--- src/rtl/ring_stop.sv ---
// ring_stop: one stop of a unidirectional ring interconnect.
// The incoming slot is either ejected to the local agent, dropped on a bad
// destination, or forwarded. Local messages wait in an injection FIFO and
// use free slots only. The outgoing link is registered (1-cycle hop).
// Optional statistics counters: define RING_STOP_STATS_EN.
module ring_stop #(
  parameter int unsigned NUM_NODES    = 8,
  parameter int unsigned NODE_ID      = 0,
  parameter int unsigned NODE_W       = 3,
  parameter int unsigned DATA_W       = 64,
  parameter int unsigned INJ_DEPTH    = 4,
  parameter int unsigned STARVE_LIMIT = 16
) (
  input  logic              clk,
  input  logic              rst_l,
  input  logic              ring_in_valid,
  input  logic [NODE_W-1:0] ring_in_dest,
  input  logic [NODE_W-1:0] ring_in_src,
  input  logic [DATA_W-1:0] ring_in_data,
  output logic              ring_out_valid,
  output logic [NODE_W-1:0] ring_out_dest,
  output logic [NODE_W-1:0] ring_out_src,
  output logic [DATA_W-1:0] ring_out_data,
  input  logic              inj_valid,
  output logic              inj_ready,
  input  logic [NODE_W-1:0] inj_dest,
  input  logic [DATA_W-1:0] inj_data,
  output logic              ej_valid,
  input  logic              ej_ready,
  output logic [NODE_W-1:0] ej_src,
  output logic [DATA_W-1:0] ej_data,
  output logic              inj_starved,
  output logic              dest_err
`ifdef RING_STOP_STATS_EN
  ,
  output logic [31:0]       stat_fwd,
  output logic [31:0]       stat_inj,
  output logic [31:0]       stat_ej,
  output logic [31:0]       stat_deflect
`endif
);

  localparam int unsigned PTR_W = (INJ_DEPTH > 1) ? $clog2(INJ_DEPTH) : 1;
  localparam int unsigned CNT_W = $clog2(INJ_DEPTH + 1);
  localparam int unsigned SC_W  = $clog2(STARVE_LIMIT + 1);

  localparam logic [NODE_W-1:0] NODE_ID_L  = NODE_W'(NODE_ID);
  localparam logic [CNT_W-1:0]  FULL_CNT   = CNT_W'(INJ_DEPTH);
  localparam logic [SC_W-1:0]   STARVE_MAX = SC_W'(STARVE_LIMIT);

  // Injection FIFO storage and state
  logic [NODE_W-1:0] fifo_dest_q [INJ_DEPTH];
  logic [DATA_W-1:0] fifo_data_q [INJ_DEPTH];
  logic [PTR_W-1:0]  wr_ptr_q, rd_ptr_q;
  logic [CNT_W-1:0]  count_q;

  // Registered outputs
  logic              out_valid_q, out_valid_d;
  logic [NODE_W-1:0] out_dest_q, out_dest_d;
  logic [NODE_W-1:0] out_src_q, out_src_d;
  logic [DATA_W-1:0] out_data_q, out_data_d;
  logic              ej_valid_q;
  logic [NODE_W-1:0] ej_src_q;
  logic [DATA_W-1:0] ej_data_q;
  logic              dest_err_q, dest_err_d;
  logic [SC_W-1:0]   starve_q, starve_d;
  logic              starved_q;

  // Slot resolution terms
  logic              in_bad, in_local, ej_free, capture, forward, deflect;
  logic              fifo_empty, push, pop, head_bad, inject;
  logic [NODE_W-1:0] head_dest;
  logic [DATA_W-1:0] head_data;

  // Resolve the incoming slot and decide whether the FIFO head may enter it
  always_comb begin
    in_bad     = ring_in_valid && (32'(ring_in_dest) >= NUM_NODES);
    in_local   = ring_in_valid && !in_bad && (ring_in_dest == NODE_ID_L);
    ej_free    = !ej_valid_q || ej_ready;
    capture    = in_local && ej_free;
    deflect    = in_local && !ej_free;
    forward    = ring_in_valid && !in_bad && !capture;
    fifo_empty = (count_q == '0);
    inj_ready  = (count_q != FULL_CNT);
    push       = inj_valid && inj_ready;
    pop        = !forward && !fifo_empty;
    head_dest  = fifo_dest_q[rd_ptr_q];
    head_data  = fifo_data_q[rd_ptr_q];
    head_bad   = (32'(head_dest) >= NUM_NODES);
    inject     = pop && !head_bad;
    dest_err_d = in_bad || (pop && head_bad);
  end

  // Next outgoing slot; fields hold their last value when the slot is empty
  always_comb begin
    out_valid_d = forward || inject;
    out_dest_d  = out_dest_q;
    out_src_d   = out_src_q;
    out_data_d  = out_data_q;
    if (forward) begin
      out_dest_d = ring_in_dest;
      out_src_d  = ring_in_src;
      out_data_d = ring_in_data;
    end else if (inject) begin
      out_dest_d = head_dest;
      out_src_d  = NODE_ID_L;
      out_data_d = head_data;
    end
  end

  // Starvation count: blocked means non-empty FIFO without a pop
  always_comb begin
    starve_d = starve_q;
    if (fifo_empty || pop) begin
      starve_d = '0;
    end else if (starve_q != STARVE_MAX) begin
      starve_d = starve_q + SC_W'(1);
    end
  end

  // Outgoing ring register and error pulse
  always_ff @(posedge clk) begin
    if (!rst_l) begin
      out_valid_q <= 1'b0;
      out_dest_q  <= '0;
      out_src_q   <= '0;
      out_data_q  <= '0;
      dest_err_q  <= 1'b0;
    end else begin
      out_valid_q <= out_valid_d;
      out_dest_q  <= out_dest_d;
      out_src_q   <= out_src_d;
      out_data_q  <= out_data_d;
      dest_err_q  <= dest_err_d;
    end
  end

  // FIFO pointers and occupancy
  always_ff @(posedge clk) begin
    if (!rst_l) begin
      wr_ptr_q <= '0;
      rd_ptr_q <= '0;
      count_q  <= '0;
    end else begin
      if (push) wr_ptr_q <= wr_ptr_q + PTR_W'(1);
      if (pop)  rd_ptr_q <= rd_ptr_q + PTR_W'(1);
      if (push && !pop)      count_q <= count_q + CNT_W'(1);
      else if (!push && pop) count_q <= count_q - CNT_W'(1);
    end
  end

  // FIFO storage write
  always_ff @(posedge clk) begin
    if (push) begin
      fifo_dest_q[wr_ptr_q] <= inj_dest;
      fifo_data_q[wr_ptr_q] <= inj_data;
    end
  end

  // Ejection register: capture has priority over drain
  always_ff @(posedge clk) begin
    if (!rst_l) begin
      ej_valid_q <= 1'b0;
      ej_src_q   <= '0;
      ej_data_q  <= '0;
    end else if (capture) begin
      ej_valid_q <= 1'b1;
      ej_src_q   <= ring_in_src;
      ej_data_q  <= ring_in_data;
    end else if (ej_ready) begin
      ej_valid_q <= 1'b0;
    end
  end

  // Starvation counter and its flag, aligned to the same edge
  always_ff @(posedge clk) begin
    if (!rst_l) begin
      starve_q  <= '0;
      starved_q <= 1'b0;
    end else begin
      starve_q  <= starve_d;
      starved_q <= (starve_d == STARVE_MAX);
    end
  end

  assign ring_out_valid = out_valid_q;
  assign ring_out_dest  = out_dest_q;
  assign ring_out_src   = out_src_q;
  assign ring_out_data  = out_data_q;
  assign ej_valid       = ej_valid_q;
  assign ej_src         = ej_src_q;
  assign ej_data        = ej_data_q;
  assign inj_starved    = starved_q;
  assign dest_err       = dest_err_q;

`ifdef RING_STOP_STATS_EN
  logic [31:0] fwd_q, inj_q, ej_q, defl_q;

  // Event counters, wrapping modulo 2**32
  always_ff @(posedge clk) begin
    if (!rst_l) begin
      fwd_q  <= '0;
      inj_q  <= '0;
      ej_q   <= '0;
      defl_q <= '0;
    end else begin
      if (forward) fwd_q  <= fwd_q + 32'd1;
      if (inject)  inj_q  <= inj_q + 32'd1;
      if (capture) ej_q   <= ej_q + 32'd1;
      if (deflect) defl_q <= defl_q + 32'd1;
    end
  end

  assign stat_fwd     = fwd_q;
  assign stat_inj     = inj_q;
  assign stat_ej      = ej_q;
  assign stat_deflect = defl_q;
`endif

endmodule
--- config.mk ---
export PLATFORM = sky130hd
export DESIGN_NAME = ring_stop
export DESIGN_NICKNAME = d
export VERILOG_FILES = /design/src/rtl/ring_stop.sv
export SDC_FILE = /design/constraint.sdc
export NUM_CORES = 1
export LEC_CHECK = 0
export BUFFER_PORTS_ARGS = -buffer_cell sky130_fd_sc_hd__buf_2
export CAP_MARGIN = 20
export CELL_PAD_IN_SITES_DETAIL_PLACEMENT = 0
export CELL_PAD_IN_SITES_GLOBAL_PLACEMENT = 1
export CORE_MARGIN = 3
export CORE_UTILIZATION = 41
export DETAILED_ROUTE_END_ITERATION = 7
export PLACE_DENSITY = 0.82
export SYNTH_ARGS = -nofsm -noshare
export SYNTH_HDL_FRONTEND = slang
export SYNTH_SLANG_ARGS = --single-unit
--- constraint.sdc ---
create_clock -name clk -period 2.73 [get_ports clk]
set_clock_uncertainty 0.15 [all_clocks]
set_input_delay 0.1365 -clock clk [delete_from_list [all_inputs] [get_ports clk]]
set_output_delay 0.1365 -clock clk [all_outputs]
set_load 0.05 [all_outputs]
==> results.cfg <==
[cts]
cts_num_sinks = 422
clk_pin_slew_worst_paths_ns = 0.06
root_buffer = clkbuf_16
numCtsBuffers = 44
postCtsSetupRepairBufs = 0
cts_buffer_depth = 3
cts_tree = done
holdBufCountCts = 142
clk_latency_ns = 0.54
ctsResizeCount = 0
htree_levels = 2

[logic_synthesis]
synth-xor-area-share_pct = 0.331
syn_inst = 1117
muxShareOfSynthArea_pct = 9.75
async_reset_ff_share_pct = 0
synth_fa_ha_area_share_pct = 0.678
synth.area.top_cells = edfxtp_1, dfxtp_1, mux4_2, nand2_1, a21oi_1
synth-edff-count = 268
yosys.area_share.simple_pct = 6.35
yosysSeqAreaShare_pct = 70.1
avgSynthCellArea_um2 = 14.2
syn_nets = 1267
ys_types = 35
ys.flop_type = edfxtp_1
post-synth-top-area-cell = edfxtp_1
synth.top_cell.area_share_pct = 50.7
yosysWarnings = 0
synth-seq-cells = 422
synth_common_cells = edfxtp_1, nand2_1, dfxtp_1
synth.most_common_cell = edfxtp_1
synth_area_um2 = 15900
synth_top_family_by_area = compound AO/OA/AOI/OAI gates
synth_compound_area_share_pct = 10.2

[routing]
drc = 0
drt-total-wl_um = 38900
wl_per_cell_um = 18.7
ant_nets = 0
routed_via_density = 5.08
num_vias = 10600
drt_first_pass_iters = 5
drt-initial-drc-count = 547

[sta]
setup_tns_ns = 0
setup_violations = 0
slew_violations = 0
timing.fmax_mhz = 378
finalWorstPathRequiredPeriod_ns = 2.64
hold_viol = 0
tightestPinTransition_ns = 0.926
relSlewSlack_pct = 38.3
rsz0062_at_grt = false
fin_crit_sh_pct = 96.8

[die]
die_w_um = 203
fp.dieArea_um2 = 41100
coreArea_um2 = 37900
fp-row-count = 71
initial_core_util_pct = 41.9
fp.dieH_um = 203
ioPinCount = 284

[critical_path]
critPathArrivalTime_ns = 2.92
end_kind = flop
required_ns = 3.01
start_kind = input pin
cp_max_fo = 39
path_class = input pin to flop

[pwr]
p_leak_uw = 0.00770
power_uw = 18300
ir_drop_mv = 0.560
p_per_area_nw_per_um2 = 881

[hold_path]
hp-class = input pin to flop

[run_status]
status = completed

[job]
cap_violations = 0

[cells_and_area]
drive_above_1_share_pct = 28.6
syn2layout_area_growth_pct = 30.7
final_util_pct = 54.7
nets = 1685

[global_route]
grt_overflow_total = 0
grt_pass1_wl_um = 60900
grt_antenna_before_repair = 1
grt_pass1_vias = 11000
grt_max_degree = 93
grt.total_usage_pct = 18.7

[placement]
place_congestion = 0.718
io_buffers = 282
dp_hpwl_um = 24000
[layer usage]
| layer | up-vias | share of wire [%] | GRT usage, % | wire (um) |
|---|---|---|---|---|
| li1 | 4957 | - | - | - |
| met1 | 5244 | 43 | 24.0 | 16600 |
| met2 | 333 | 49 | 32.0 | 19100 |
| met3 | 54 | 6.2 | 4.06 | 2410 |
| met4 | 0 | 2.0 | 5.77 | 795 |
| met5 | - | 0 | 0 | 0 |
[layout make-up]
class	count	area, um^2
fillers	3130	17200
multi-input cells	612	4380
flip-flops and latches	422	11100
repair buffers	449	3190
diodes	1	2.50
well taps	511	639
clock inverters	16	145
clock buffers	66	1240
inverters	6	22.5
[sequential cells by signal (all words and copies together) (netlist names), named ones only]
name and count:
ej_src 3, ring_out_dest 3, ring_out_data 64, rd_ptr_q 2
fifo_data_q 256, starve_q 5, ring_out_src 3, ej_data 64
wr_ptr_q 2, fifo_dest_q 12, count_q 3, inj_starved 1
ej_valid 1, ring_out_valid 1
[path summary, 6_finish.rpt]
| kind | startpoint | end | slack, ns | depth (start not counted) |
|---|---|---|---|---|
| setup / recovery | ring_in_dest[1] | ej_data[16] | 0.09 | 8 |
| hold / removal | inj_valid | wr_ptr_q[1] | 0.06 | 5 |
| setup reg to reg | ej_valid | ej_data[16] | 0.24 | 6 |
| hold reg to reg | ej_data[43] | ej_data[43] | 0.30 | 2 |
[cell usage in the layout, fill, tap and decap left out, drive strengths merged]
| cell | netlist | layout |
|---|---|---|
| inv | 6 | 10 |
| o41ai | 1 | 1 |
| a21oi | 134 | 134 |
| xnor2 | 3 | 3 |
| clkbuf | 39 | 66 |
| clkinvlp | 0 | 1 |
| mux4 | 67 | 67 |
| xor2 | 3 | 3 |
| nand2b | 2 | 2 |
| bufinv | 0 | 2 |
| dfxtp | 154 | 154 |
| or3 | 3 | 3 |
| mux2i | 4 | 4 |
| nor4b | 1 | 1 |
| nor2 | 7 | 7 |
| buf | 38 | 307 |
| dlygate4sd3 | 0 | 142 |
| nor2b | 6 | 6 |
| ha | 7 | 7 |
| o21ai | 69 | 69 |
| a21boi | 76 | 76 |
| and3 | 1 | 1 |
| diode | 0 | 1 |
| and2 | 7 | 7 |
| edfxtp | 268 | 268 |
| fa | 1 | 1 |
| nor3 | 2 | 2 |
| conb | 1 | 1 |
| nand2 | 207 | 207 |
| clkinv | 0 | 9 |
| nand3b | 1 | 1 |
| nand3 | 9 | 9 |
[power breakdown]
group	total [uW]	switching, uW	internal, uW
clock network	5750	2390	3360
logic	4590	2930	1660
registers	7940	343	7600
[stage by stage]
| stage | instance area (um^2) | setup WS, ns | std cells | hold WS, ns |
|---|---|---|---|---|
| 4_1_cts | 20800 | 0.138 | 2082 | 0.0316 |
| 5_1_grt | 20800 | 0.0145 | 2083 | 0.0989 |
| 6_report | 20800 | 0.0873 | 2083 | 0.0598 |
| 3_3_place_gp | 17900 | 0.319 | 1858 | 0.197 |
| 3_5_place_dp | 17900 | 0.235 | 1858 | 0.203 |
| 2_1_floorplan | 15900 | 0.0478 | 1117 | 0.0854 |
[cells by family (layout without fill, tap and decap cells)]
logic type	count (synthesis)	count (layout)
AOI/OAI and AO/OA	280	280
xor gates and xnor gates	6	6
adders and majority gates	8	8
buffers and inverters	83	537
DFF	422	422
muxes	71	71
other	1	2
and+or+nand+nor	246	246
[critical path: stages]
cell and delay [ns]:
dlygate4sd3_1 0.55, buf_2 0.18, nor3_2 0.39, nand3_4 0.40
buf_4 0.42, nand2_1 0.14, a21boi_0 0.08, dlygate4sd3_1 0.55
No activity file was read; power rests on OpenSTA's default activity.
